## config.mk

```make
export PLATFORM = sky130hd
export DESIGN_NAME = whack_grid_renderer
export DESIGN_NICKNAME = d
export VERILOG_FILES = /design/src/rtl/whack_grid_renderer.sv
export SDC_FILE = /design/constraint.sdc
export NUM_CORES = 1
export LEC_CHECK = 0
export ABC_AREA = 1
export CORE_UTILIZATION = 45
export DETAILED_ROUTE_END_ITERATION = 10
export PLACE_DENSITY = 0.63
export SETUP_SLACK_MARGIN = 0.2
export SYNTH_ARGS = -nofsm -noshare
export SYNTH_HDL_FRONTEND = slang
export SYNTH_SLANG_ARGS = --single-unit
```

## constraint.sdc

```tcl
create_clock -name clk_pixel -period 2.45 [get_ports clk_pixel]
set_clock_uncertainty 0.1 [all_clocks]
set_input_delay 0.49 -clock clk_pixel [delete_from_list [all_inputs] [get_ports clk_pixel]]
set_output_delay 0.49 -clock clk_pixel [all_outputs]
set_load 0.02 [all_outputs]
```

## src/rtl/whack_grid_renderer.sv

```systemverilog
// whack_grid_renderer: 640x480 VGA renderer that draws a grid of mole slots with frame-timed feedback flashes.
// Define WHACK_FLASH_EN to build the event/flash logic; without it, slot colours are never overridden.
module whack_grid_renderer #(
  parameter int HPIXELS              = 800,
  parameter int VLINES               = 521,
  parameter int HPULSE               = 96,
  parameter int VPULSE               = 2,
  parameter int HBP                  = 144,
  parameter int HFP                  = 784,
  parameter int VBP                  = 31,
  parameter int VFP                  = 511,
  parameter int GRID_COLS            = 3,
  parameter int NUM_SLOTS            = 9,
  parameter int GRID_X0              = 120,
  parameter int GRID_Y0              = 40,
  parameter int SLOT_SIZE            = 100,
  parameter int SLOT_PITCH           = 150,
  parameter int MOLE_INSET           = 20,
  parameter int FLASH_CORRECT_FRAMES = 6,
  parameter int FLASH_WRONG_FRAMES   = 60,
  parameter int BLINK_FRAMES         = 30
) (
  input  logic                 clk_pixel,
  input  logic                 rst,
  input  logic [NUM_SLOTS-1:0] mole_mask,
  input  logic                 guess_correct,
  input  logic                 guess_wrong,
  input  logic                 game_over,
  output logic                 hsync,
  output logic                 vsync,
  output logic [2:0]           red,
  output logic [2:0]           green,
  output logic [1:0]           blue,
  output logic                 frame_start
);
  localparam int HW = $clog2(HPIXELS);
  localparam int VW = $clog2(VLINES);
  logic [HW-1:0] hc_q, hc_d;
  logic [VW-1:0] vc_q, vc_d;
  logic [NUM_SLOTS-1:0] mole_q, in_slot, in_mole;
  logic [31:0] hx, vy, px, py;
  logic boundary, active;
  logic act_q, slot_px_q, mole_px_q, hs_q, vs_q, fs_q;
  logic [7:0] rgb_q, rgb_d, base_c, flash_c;
  logic hsync_q, vsync_q, fs2_q, flash_on;
  assign hc_d = (hc_q == HW'(HPIXELS-1)) ? '0 : hc_q + 1'b1;
  assign vc_d = (hc_q != HW'(HPIXELS-1)) ? vc_q : (vc_q == VW'(VLINES-1)) ? '0 : vc_q + 1'b1;
  assign boundary = hc_q == '0 && vc_q == '0;
  assign hx = 32'(hc_q);
  assign vy = 32'(vc_q);
  assign px = hx - 32'(HBP);
  assign py = vy - 32'(VBP);
  assign active = hx >= 32'(HBP) && hx < 32'(HFP) && vy >= 32'(VBP) && vy < 32'(VFP);
  // Slot origins are elaboration-time constants, so each slot is just a rectangle compare.
  for (genvar i = 0; i < NUM_SLOTS; i++) begin : g_slot
    localparam int OX = GRID_X0 + (i % GRID_COLS) * SLOT_PITCH;
    localparam int OY = GRID_Y0 + (i / GRID_COLS) * SLOT_PITCH;
    assign in_slot[i] = px >= 32'(OX) && px < 32'(OX + SLOT_SIZE) &&
                        py >= 32'(OY) && py < 32'(OY + SLOT_SIZE);
    assign in_mole[i] = mole_q[i] &&
                        px >= 32'(OX + MOLE_INSET) && px < 32'(OX + SLOT_SIZE - MOLE_INSET) &&
                        py >= 32'(OY + MOLE_INSET) && py < 32'(OY + SLOT_SIZE - MOLE_INSET);
  end
  assign base_c = !act_q ? 8'h00 : mole_px_q ? 8'b111_111_00 : slot_px_q ? 8'hff : 8'h00;
  assign rgb_d  = (flash_on && act_q && slot_px_q) ? flash_c : base_c;
`ifdef WHACK_FLASH_EN
  localparam logic [1:0] S_IDLE = 2'd0, S_CORRECT = 2'd1, S_WRONG = 2'd2, S_OVER = 2'd3;
  localparam int FCW = FLASH_CORRECT_FRAMES > BLINK_FRAMES ? FLASH_CORRECT_FRAMES : BLINK_FRAMES;
  localparam int FMAX = FLASH_WRONG_FRAMES > FCW ? FLASH_WRONG_FRAMES : FCW;
  localparam int CW = $clog2(FMAX + 1);
  logic [1:0] st_q, st_d;
  logic [CW-1:0] cnt_q, cnt_d, lim;
  logic ph_q, ph_d;
  logic [2:0] pend_q, pend_d, ev;
  assign ev  = pend_q | {game_over, guess_wrong, guess_correct};
  assign lim = (st_q == S_WRONG) ? CW'(FLASH_WRONG_FRAMES-1) : CW'(FLASH_CORRECT_FRAMES-1);
  // Every boundary either applies, ignores (OVER) or finds nothing pending, so pending always clears there.
  assign pend_d = boundary ? 3'b000 : ev;
  always_comb begin
    st_d  = st_q;
    cnt_d = cnt_q;
    ph_d  = ph_q;
    if (boundary) begin
      if (st_q == S_OVER) begin
        cnt_d = (cnt_q == CW'(BLINK_FRAMES-1)) ? '0 : cnt_q + 1'b1;
        ph_d  = (cnt_q == CW'(BLINK_FRAMES-1)) ? ~ph_q : ph_q;
      end else if (ev != 3'b000) begin
        st_d  = ev[2] ? S_OVER : ev[1] ? S_WRONG : S_CORRECT;
        cnt_d = '0;
        ph_d  = 1'b1;
      end else if (st_q != S_IDLE) begin
        st_d  = (cnt_q == lim) ? S_IDLE : st_q;
        cnt_d = (cnt_q == lim) ? '0 : cnt_q + 1'b1;
      end
    end
  end
  always_ff @(posedge clk_pixel or posedge rst) begin
    if (rst) begin
      st_q   <= S_IDLE;
      cnt_q  <= '0;
      ph_q   <= 1'b0;
      pend_q <= 3'b000;
    end else begin
      st_q   <= st_d;
      cnt_q  <= cnt_d;
      ph_q   <= ph_d;
      pend_q <= pend_d;
    end
  end
  assign flash_on = st_q != S_IDLE;
  assign flash_c  = (st_q == S_CORRECT) ? 8'b000_111_00 :
                    (st_q == S_WRONG)   ? 8'b111_000_00 :
                    ph_q                ? 8'b111_100_00 : 8'h00;
`else
  logic unused_ev;
  assign unused_ev = ^{guess_correct, guess_wrong, game_over};
  assign flash_on  = 1'b0;
  assign flash_c   = 8'h00;
`endif
  always_ff @(posedge clk_pixel or posedge rst) begin
    if (rst) begin
      hc_q      <= '0;
      vc_q      <= '0;
      mole_q    <= '0;
      act_q     <= 1'b0;
      slot_px_q <= 1'b0;
      mole_px_q <= 1'b0;
      hs_q      <= 1'b1;
      vs_q      <= 1'b1;
      fs_q      <= 1'b0;
      rgb_q     <= 8'h00;
      hsync_q   <= 1'b1;
      vsync_q   <= 1'b1;
      fs2_q     <= 1'b0;
    end else begin
      hc_q      <= hc_d;
      vc_q      <= vc_d;
      mole_q    <= boundary ? mole_mask : mole_q;
      act_q     <= active;
      slot_px_q <= |in_slot;
      mole_px_q <= |in_mole;
      hs_q      <= hx >= 32'(HPULSE);
      vs_q      <= vy >= 32'(VPULSE);
      fs_q      <= boundary;
      rgb_q     <= rgb_d;
      hsync_q   <= hs_q;
      vsync_q   <= vs_q;
      fs2_q     <= fs_q;
    end
  end
  assign {red, green, blue} = rgb_q;
  assign hsync       = hsync_q;
  assign vsync       = vsync_q;
  assign frame_start = fs2_q;
endmodule

```

# Yosys cells after proc, flatten, opt, wreduce, memory -nomap -nowiden
# Index checks and enable logic that the tools add are counted.
dict set report totals {
  regBits 46
  inputBits 14
  elab_cells 120
}
dict set report op_classes {
  n_addsub 4
  magnitude_cmp 30
  n_eq_ne 3
  mux 5
  reduce_logical 65
}
# cell n
set ops {}
lappend ops {{32-bit by 9-bit less-than comparator with 1-bit output, second input constant} 7}
lappend ops {{32-bit by 9-bit greater-or-equal comparator with 1-bit output, second input constant} 6}
lappend ops {{32-bit by 8-bit greater-or-equal comparator with 1-bit output, second input constant} 3}
lappend ops {{32-bit by 8-bit less-than comparator with 1-bit output, second input constant} 3}
lappend ops {{32-bit by 6-bit greater-or-equal comparator with 1-bit output, second input constant} 2}
lappend ops {{1-bit logical AND} 61}
lappend ops {{32-bit by 7-bit greater-or-equal comparator with 1-bit output, second input constant} 1}
lappend ops {{32-bit by 10-bit less-than comparator with 1-bit output, second input constant} 1}
lappend ops {{32-bit by 7-bit less-than comparator with 1-bit output, second input constant} 1}
lappend ops {{8-bit 2-to-1 mux} 3}
lappend ops {{10-bit by 1-bit adder with 10-bit output, second input constant} 2}
lappend ops {{10-bit equality test, second input constant} 2}
lappend ops {{10-bit logical NOT} 2}
lappend ops {{10-bit 2-to-1 mux} 2}
lappend ops {{9-bit OR reduction} 2}
lappend ops {{10-bit by 5-bit subtractor with 11-bit output, second input constant} 1}
lappend ops {{10-bit by 8-bit subtractor with 11-bit output, second input constant} 1}
lappend ops {{10-bit by 2-bit greater-or-equal comparator with 1-bit output, second input constant} 1}
lappend ops {{10-bit by 5-bit greater-or-equal comparator with 1-bit output, second input constant} 1}
lappend ops {{10-bit by 7-bit greater-or-equal comparator with 1-bit output, second input constant} 1}
lappend ops {{10-bit by 8-bit greater-or-equal comparator with 1-bit output, second input constant} 1}
lappend ops {{10-bit less-than comparator, second input constant} 1}
lappend ops {{10-bit by 9-bit less-than comparator with 1-bit output, second input constant} 1}
lappend ops {{10-bit != test, second input constant} 1}

# Longest topological paths before layout
dict set report logic_depth {
  depth_word 7
  mapped_depth 15
  depth_no_buf 15
}

# Least setup slack after synthesis
# No wires, ideal clock.
dict set report synth_path {
  path_type {flip-flop to flip-flop}
  startpoint {register hc_q[4]}
  endpoint {register mole_px_q}
  setup_ps 124
  arrival_ps 1692
  required_ps 2226
  slack_ps 534
  path_stages_with_launch 14
  path_cell_list {dfrtp_1 -> inv_2 -> ha_1 -> nand2_2 -> nand2_1 -> nand2_1 -> nand2_1 -> inv_2 -> nor2_2 -> nand2_1 -> nand4_1 -> nand3_1 -> nand2_1 -> nand3_1}
}
dict set report synth_between {
  elab_chain_len 7
}
# item line
set synth_rtl {}
lappend synth_rtl {{start, declared} 38} ;# logic [HW-1:0] hc_q, hc_d;
lappend synth_rtl {{start signal, assigned} 122} ;# hc_q <= '0;
lappend synth_rtl {{start signal, assigned} 136} ;# hc_q <= hc_d;
lappend synth_rtl {{10-bit by 8-bit subtractor with 11-bit output (*)} 51} ;# assign px = hx - 32'(HBP);
lappend synth_rtl {{32-bit by 8-bit greater-or-equal comparator with 1-bit output or 32-bit by 9-bit greater-or-equal comparator with 1-bit output (tied branches)} 61} ;# px >= 32'(OX + MOLE_INSET) && px < 32'(OX + SLOT_SIZE - MOLE_INSET) &&
lappend synth_rtl {{1-bit logical AND} 60} ;# assign in_mole[i] = mole_q[i] &&
lappend synth_rtl {{1-bit logical AND (2 in a row)} 61}
lappend synth_rtl {{1-bit logical AND} 62} ;# py >= 32'(OY + MOLE_INSET) && py < 32'(OY + SLOT_SIZE - MOLE_INSET);
lappend synth_rtl {{9-bit OR reduction (*)} 141} ;# mole_px_q <= |in_mole;
lappend synth_rtl {{end signal, assigned} 141}
lappend synth_rtl {{end, declared} 43} ;# logic act_q, slot_px_q, mole_px_q, hs_q, vs_q, fs_q;
# Mark *: on every way between the ends. The rest lies on a longest branch, timed or not.
# A chain may end at the register's enable or synchronous reset.

# Worst setup path after layout
dict set report layout_path {
  startpoint {register hc_q[5]}
  endpoint {register mole_px_q}
}
# Same word-level chain as after synthesis.

==> flow_summary_export.csv <==
group,metric,value,unit
finish,multi_input_area,1600,µm²
synth,synth.net_count,437,
outcome,status,"complete, no violations",
synth,ys_warn_count,0,
global_route,grt_max_degree,41,
worst_setup_path,worstPathRequired,2.54,ns
worst_setup_path,cp-start-kind,"register",
worst_setup_path,r2r_start,"hc_q[5]$_DFF_PP0_",
drt,num_vias,2624,
worst_setup_path,rrSetupSlack,0.30,ns
floorplanning,die_h,81.9,µm
synth,yosys.area_share.simple,40.2,%
sta,slew_headroom,65.2,%
cts,insertion_delay,0.31,ns
worst_setup_path,arrival,2.24,ns
cts,numCtsBuffers,5,
sta,rsz0062_at_grt,"yes",
global_route,grt_usage,21.7,%
sta,fmax,465,MHz
worst_setup_path,critical_path_class,"register to register",
cts,clkTransAtPathRegs,0.07,ns
synth,synth_area_leader_cell,"dfrtp_1",
finish,diodes,0,
drt,remaining_drc_errors,0,
finish,seq_area,1010,µm²
floorplanning,io_pins,25,
sta,final.setup.worst_slack,0.300,ns
worst_hold_path,hold_start,"hs_q$_DFF_PP1_",
synth,synth_compound_area_share,8.33,%
sta,drv_slew,0,
worst_setup_path,rr_worst_depth,13,
finish,nNetsFinal,458,
synth,synth.avg_cell_area,6.97,µm²
global_route,antenna_found_initial,0,
finish,instances_no_fill,509,
cts,cts_hold_buf,0,
synth,ys_top_cells_by_area,"dfrtp_1, nand2_1, nand3_1",
floorplanning,rows,28,
cts,clk_path_buf_depth,2,
cts,htreeDepth,2,
finish,drive_above_1_share,12.2,%
global_route,grt-ovfl-total,0,
worst_setup_path,cp-endpoint,"mole_px_q$_DFF_PP0_",
global_route,grt_use_met1,27.0,%
worst_hold_path,hold_path.class,"register to register",
placed_design,gp_congestion,0.902,
synth,ys_types,35,
drt,drt-pass1-iter-count,4,
global_route,grt.busiest_layer,"met2",
worst_setup_path,critPathCaptureType,"register",
drt,ant_nets,0,
pwr,ir_drop,0.293,mV
finish,area_growth,13.0,%
synth,synthAdderAreaFrac,4.80,%
floorplanning,design.core.area,6030,µm²
sta,tightestPinTransition,0.523,ns
cts,cts.sink_count,40,
global_route,grt_pass1_vias,2430,
synth,syn_area,2870,µm²
floorplanning,initial_core_util,47.6,%
synth,synth_seq_cells,40,
pwr,p_leak,1.59,nW
synth,synth-xor-area-share,1.53,%
worst_setup_path,crit_start,"hc_q[5]$_DFF_PP0_",
sta,finalCritPeriodShare,87.7,%
sta,hold_viol,0,
floorplanning,dieArea,6700,µm²
drt,drt-initial-drc-count,99,
worst_setup_path,critPathMaxFanout,8,
sta,setup_viol,0,
placed_design,dp_cells,501,
synth,synth_top_area_share,31.4,%
drt,routed_via_density,5.16,
sta,setup_tns,0,ns
synth,synthMuxAreaShare,0,%
global_route,use_met3,3.56,%
global_route,met2_usage,36.8,%
sta,min_period,2.15,ns
pwr,power-per-cell-area,353,nW/µm²
placed_design,place_ws,0.203,ns
cts,cts_tree,"built",
synth,synthCells,412,
synth,yosysSeqAreaShare,35.0,%
flow_run,maxCapViolations,0,
floorplanning,die_w,81.9,µm
placed_design,place_hpwl,5000,µm
drt,drt_wl_total,6580,µm
global_route,grt_pass1_wl,11000,µm
drt,wire_per_inst,12.9,µm
synth,synth_top_family_by_area,"simple AND/OR/NAND/NOR gates",
finish,fillers,600,
worst_setup_path,r2r-end,"mole_px_q$_DFF_PP0_",
placed_design,io_buffers,21,
cts,clockRootBuffer,"clkbuf_8",
==> registers in the layout, summed over array words and instances (netlist names), 2 cells and up <==
signal / cells
hc_q: 10
vc_q: 10
mole_q: 9
rgb_q: 2
==> metal layers <==
metal,share of wire [%],vias up
li1,-,1379
met1,46,1193
met2,49,45
met3,3.4,7
met4,1.4,0
met5,0,-
==> final cells by class <==
type                    instances  share of cell area, %
multi-input cells             304                   49.2
repair buffers                 26                   7.64
clock inverters                 1                  0.154
flip-flops and latches         40                   31.1
inverters                      56                   6.64
well taps                      75                   2.89
clock buffers                   7                   2.35
==> worst max-delay path: stages, from the launching register on <==
cell and delay, ns:
dfrtp_2 0.46, inv_1 0.17, ha_4 0.21, nand2_2 0.08, nand2_1 0.08, nand2_1 0.05, nand2_1 0.16, inv_2 0.11
nor2_2 0.18, nand2_1 0.10, nand4_1 0.09, nand3_1 0.10, nand2_1 0.07, nand3_1 0.07
==> metrics by stage <==
step | hold WS, ns | area (µm²) | util, % | total power, mW
2_1_floorplan | 0.231 | 2870 | - | 0.698
3_3_place_gp | 0.235 | 3130 | 52.0 | 0.722
3_5_place_dp | 0.239 | 3130 | 52.0 | 0.722
4_1_cts | 0.258 | 3220 | 53.4 | 1.16
5_1_grt | 0.264 | 3240 | 53.8 | 1.19
6_report | 0.257 | 3240 | 53.8 | 1.14
==> kinds of logic after synthesis <==
logic type               count (synthesis)
AND/OR/NAND/NOR                        245
buffers and inverters                   68
AO/OA/AOI/OAI                           43
flip-flops                              40
adder cells (fa/ha/maj)                 11
XOR/XNOR                                 5
==> report_power, final <==
group / internal [mW] / switching [mW] / leakage [nW]
Clock: 0.200 / 0.236 / 0.0422
Sequential: 0.668 / 0.00308 / 0.507
Combinational: 0.0180 / 0.0195 / 1.04
==> cells in the final DEF (no fill, tap or decap), drive strengths merged, types with 7 or more instances in the layout <==
cell           count
nor2              49
dfrtp             36
clkdlybuf4s50     21
ha                11
nand2            124
inv               56
clkbuf             7
a21oi             11
nor3              11
nand3             38
nand4             17
o21ai             24
==> worst min-delay path by stage <==
stage          slack (ns)  cells after the start               endpoint
5_1_grt              0.26                      0        hsync$_DFF_PP1_
2_1_floorplan        0.23                      0  frame_start$_DFF_PP0_
3_5_place_dp         0.24                      0  frame_start$_DFF_PP0_
6_report             0.26                      0        hsync$_DFF_PP1_
4_1_cts              0.26                      0        hsync$_DFF_PP1_
3_3_place_gp         0.23                      0  frame_start$_DFF_PP0_
==> cells in the mapped netlist <==
cell,number
o21ai_1,2
nand4_2,2
nor2_2,5
clkbuf_2,1
nand3_1,37
o22ai_1,2
a211oi_1,2
nand2_1,114
nor3_1,10
nor3_2,1
a31o_2,1
nor4_1,3
nand3b_1,1
xor2_1,5
a21oi_2,1
dfrtp_1,36
o211ai_1,2
inv_1,49
nand2_4,2
a21oi_1,10
a2111oi_0,1
nand4_4,1
nor4_2,1
dfstp_2,4
o21ai_0,22
inv_2,7
nand3_2,1
nor2_4,3
buf_4,8
or2_2,1
ha_1,11
nand4_1,14
buf_2,3
nand2_2,8
nor2_1,41
==> repair_timing <==
item,CTS,global route
gates resized for setup,2,7
setup buffers,0,0
endpoints found under the setup margin,2,13
Note: power is estimated with default switching activity, not from simulation.
